### src/rtl/bypass_regfile_sb.sv
// bypass_regfile_sb
// Register file with NUM_RD combinational read ports, optional hard-wired zero
// register, same-cycle write-to-read bypass, and a pending-load scoreboard that
// flags reads of registers whose producing load has not yet written back.
//
// Ports
//   clk, reset            rising-edge clock, synchronous active-high reset
//   we, waddr, wdata      writeback port
//   raddr, rd_en          packed read addresses; per-port "operand used" flag
//   rdata                 packed read data (port i at [i*DATA_W +: DATA_W])
//   pend_set, pend_addr   mark a load destination as pending
//   pend_flush            clear every pending bit
//   busy, stall           per-port pending hit; OR of busy & rd_en
//   pend_cnt              registered population count of pending bits
module bypass_regfile_sb #(
    parameter int DATA_W   = 32,
    parameter int ADDR_W   = 5,
    parameter int NUM_RD   = 2,
    parameter int ZERO_REG = 1,
    parameter int BYPASS   = 1
) (
    input  logic                     clk,
    input  logic                     reset,
    input  logic                     we,
    input  logic [ADDR_W-1:0]        waddr,
    input  logic [DATA_W-1:0]        wdata,
    input  logic [NUM_RD*ADDR_W-1:0] raddr,
    input  logic [NUM_RD-1:0]        rd_en,
    output logic [NUM_RD*DATA_W-1:0] rdata,
    input  logic                     pend_set,
    input  logic [ADDR_W-1:0]        pend_addr,
    input  logic                     pend_flush,
    output logic [NUM_RD-1:0]        busy,
    output logic                     stall,
    output logic [ADDR_W:0]          pend_cnt
);

    localparam int DEPTH = 1 << ADDR_W;

    logic [DATA_W-1:0] regs_q [DEPTH];
    logic [DATA_W-1:0] regs_d [DEPTH];
    logic [DEPTH-1:0]  pend_q, pend_d;
    logic [ADDR_W:0]   pend_cnt_q, pend_cnt_d;

    logic write_ok;
    assign write_ok = we && !((ZERO_REG != 0) && (waddr == '0));

    always_comb begin
        regs_d = regs_q;
        if (write_ok) begin
            regs_d[waddr] = wdata;
        end
    end

    // Set is evaluated last so an issuing load wins over a flush or a retiring
    // writeback to the same register in the same cycle.
    always_comb begin
        pend_d     = pend_q;
        pend_cnt_d = '0;
        for (int a = 0; a < DEPTH; a++) begin
            if (pend_flush) begin
                pend_d[a] = 1'b0;
            end else if (we && (waddr == ADDR_W'(a))) begin
                pend_d[a] = 1'b0;
            end
            if (pend_set && (pend_addr == ADDR_W'(a))) begin
                pend_d[a] = 1'b1;
            end
        end
        if (ZERO_REG != 0) begin
            pend_d[0] = 1'b0;
        end
        for (int a = 0; a < DEPTH; a++) begin
            pend_cnt_d = pend_cnt_d + {{ADDR_W{1'b0}}, pend_d[a]};
        end
    end

    always_ff @(posedge clk) begin
        if (reset) begin
            for (int a = 0; a < DEPTH; a++) begin
                regs_q[a] <= '0;
            end
            pend_q     <= '0;
            pend_cnt_q <= '0;
        end else begin
            regs_q     <= regs_d;
            pend_q     <= pend_d;
            pend_cnt_q <= pend_cnt_d;
        end
    end

    for (genvar i = 0; i < NUM_RD; i++) begin : g_rd
        logic [ADDR_W-1:0] ra;
        logic              byp;
        logic [DATA_W-1:0] rd;

        assign ra  = raddr[i*ADDR_W +: ADDR_W];
        assign byp = (BYPASS != 0) && we && (waddr == ra);

        always_comb begin
            if ((ZERO_REG != 0) && (ra == '0)) begin
                rd = '0;
            end else if (byp) begin
                rd = wdata;
            end else begin
                rd = regs_q[ra];
            end
        end

        assign rdata[i*DATA_W +: DATA_W] = rd;
        // A retiring writeback seen through the bypass already satisfies the read.
        assign busy[i] = pend_q[ra] & ~byp;
    end

    assign stall    = |(busy & rd_en);
    assign pend_cnt = pend_cnt_q;

endmodule

### config.mk
export PLATFORM = sky130hd
export DESIGN_NAME = bypass_regfile_sb
export DESIGN_NICKNAME = d
export VERILOG_FILES = /design/src/rtl/bypass_regfile_sb.sv
export SDC_FILE = /design/constraint.sdc
export NUM_CORES = 2
export LEC_CHECK = 0
export CAP_MARGIN = 20
export CORE_UTILIZATION = 55
export CTS_BUF_LIST = sky130_fd_sc_hd__clkbuf_4 sky130_fd_sc_hd__clkbuf_8
export CTS_CLUSTER_DIAMETER = 100
export DETAILED_ROUTE_END_ITERATION = 7
export PLACE_DENSITY = 0.77
export REMOVE_ABC_BUFFERS = 1
export SLEW_MARGIN = 15
export SYNTH_ARGS = -nofsm -noshare
export SYNTH_HDL_FRONTEND = slang
export SYNTH_SLANG_ARGS = --single-unit
### constraint.sdc
create_clock -name clk -period 7.87 [get_ports clk]
set_clock_uncertainty 0.15 [all_clocks]
set_input_delay 1.9675 -clock clk [delete_from_list [all_inputs] [get_ports clk]]
set_output_delay 1.9675 -clock clk [all_outputs]
set_load 0.02 [all_outputs]
==> metrics.txt <==
worst vdd ir=around 0.18 mV; post-synth top area cell=dfxtp_1; R2R Setup Slk=approximately 2500 ps; status=finished, violations left; syn_area_per_cell=around 9.0 sq um; most common cell after layout, fill and taps aside=nand2_1; Setup Crit Path Kind=in2out; share of the synthesized area in the top cell type=between 30% and 40%; Pre-Repair DR Iteration Count=8; final wirelength=between 200000 and 250000 microns; worst r2r src=pend_q[14]; most frequent cells in the layout=2033 x nand2_1, 1061 x dfxtp_1, 1006 x a21oi_1, 546 x mux4_2, 240 x buf_4; Layout Area Growth over Synthesis=12.1%; crit share post-route=97.6%; Root Driver=clkbuf_8; failing checks=DRC; per-cell routed wire length=between 20 and 30 microns; Total Neg Setup Slack=0 ps; Hold Crit Class=reg2reg; clock buffer depth=3; HPWL after DPL=around 120000 microns; H-tree levels=4; Nets=between 6000 and 7000; hold_buf cts=0; CP max stage delay=approximately 800 ps; vias in the first global route=between 40000 and 50000; I/O pin cnt=between 100 and 150; Worst EP arrival=5560 ps; Crit Path Max Fanout=14; Most used DFF post-synth=dfxtp_1; Residual DRC=2; min-delay src=regs_q[403]; CP delay by family, top=buffers and inverters; Crit. End Element=primary output; GPL Wtd Cong=between 0.9 and 1; Post-Syn Area=about 54000 sq um; Synth Instances=between 5000 and 6000; crit-path cells=clkdlybuf4s50_1 > and2_1 > nand2_1 > buf_12 > o22ai_1 > a211oi_1 > a22o_1 > clkdlybuf4s50_1; Rel. slew slack=approximately 12%; die height=about 320 microns; number of setup buffers added after CTS=0; Post-synth EDFFs=0; Slew @ Worst Pin=roughly 1300 ps; Total GRT Usage=around two fifths; Final ANT Viol Nets=0; Core ar.=97100 sq um; gr ovfl total=0; clk slew on worst S/H paths=60 ps; worst hold margin=about 310 ps; Slowest-stage cell, CP=clkdlybuf4s50_1; DIE WIDTH=around 320 microns; Final Non-Filler Cells=7343; sequential share of the synthesized area=between 30% and 40%; initial antenna violation count=6; RSZ-0062 raised after global routing=false; dpl cells=around 7000; dpl ws=-236 ps; worst path bufs/invs=3; DRC marker count from the first detailed-route iteration=slightly below 9000; number of port buffers=around 130; #FFs+latches synth=~1100; # setup viols final=0; Vias=50300; Die Area=99700 sq um; row count=around 110; first-pass GRT wire length=~300000 microns; post-route cell area=a little over 60000 sq um; Area contributors post-synth=dfxtp_1 39%, mux4_2 23%, nand2_1 14%; CP required=around 5800 ps; Sink Count=between 1000 and 1500; post-layout min period=around 7700 ps; ys async rst share=0%; most frequent CP cell=clkdlybuf4s50_1; Yosys cell types=57; Post-CTS Resized=0; Tot Pwr=11.8 mW; number of filler cells placed in the layout=~7800; share of cells above drive strength 1=about a fifth; largest net degree at the start of global routing=roughly 230; Synth warnings=0; Final WS setup=189 ps; later-pin clock latency in the skew report=880 ps; TritonCTS Buffers=171; Initial Utilization=55.8%; Hold Vio Cnt, Final=0; startpoint types=input pin; post-layout util=62.5%; Max Transition Viols Final=0; Cell Pwr Density=between 150 and 200 nW/um^2; vias per cell=just under 7; CP Launch Point=raddr[3]; fmax=between 100 and 150 MHz; DP Area=roughly 57000 sq um; Max Cap Viol=0; CTS tree=done; Leak Pwr=about 20 nW
==> registers in the layout, summed over array words and instances, names as in the netlist <==
name      cells
pend_cnt      6
pend_q       31
regs_q     1024
==> worst register-to-register path, stage by stage (launching register included) <==
cell and delay [ps]:
dfxtp_1 340, a32oi_1 360, fa_1 520, fa_1 540, inv_1 70, fa_1 550
fa_1 440, fa_1 500, inv_1 60, fa_1 500, fa_1 180, inv_1 70
fa_1 430, a21o_1 160, a21oi_1 180, xor2_1 180, nor2_1 60
==> worst paths after layout <==
path | to | depth (start not counted)
max | rdata[7] | 8
min | regs_q[403] | 2
max reg2reg | pend_cnt[4] | 16
min reg2reg | regs_q[403] | 2
==> power by group <==
group	switching (mW)	internal, mW
clock	2.34	2.80
combinational	0.801	0.411
sequential	0.0286	5.41
==> cell type report <==
type / instances / area, sq um / area share (%)
Sequential cell: 1061 / 21200 / 35.0
Tap cell: 1276 / 1600 / 2.63
Inverter: 29 / 109 / 0.179
Clock buffer: 275 / 3390 / 5.59
Timing Repair Buffer: 402 / 3790 / 6.24
Clock inverter: 30 / 251 / 0.414
Antenna cell: 5 / 12.5 / 0.0206
Multi-Input combinational cell: 4265 / 30300 / 49.9
==> logic make-up (layout without fill, tap and decap cells) <==
kind of cell | after synthesis | in the layout | synth area share [%]
flops | 1061 | 1061 | 39.2
mux | 601 | 601 | 23.7
xor+xnor | 13 | 13 | 0.210
simple gates | 2307 | 2307 | 16.7
compound gates | 1314 | 1314 | 13.7
other cells | 0 | 5 | 0
buf+inv | 672 | 736 | 5.46
fa+ha+maj | 30 | 30 | 1.01
==> metal layers <==
layer	up-vias	wire length, microns	GRT usage (%)
met4	10	16700	28.7
li1	20900	-	-
met5	-	63	0.379
met1	23900	68700	51.6
met3	1079	33700	13.9
met2	4461	86300	58.3
==> synthesized netlist by cell type, drive strengths merged (22+ instances only) <==
cell type,count
a21oi,1006
nor2,84
fa,23
nand2,2066
inv,28
clkbuf,447
nor2b,62
a211oi,43
o41ai,22
a22oi,70
nand3,42
buf,196
a22o,41
dfxtp,1061
o22ai,82
mux4,546
mux2i,48
No activity file was read; power rests on OpenSTA's default activity.
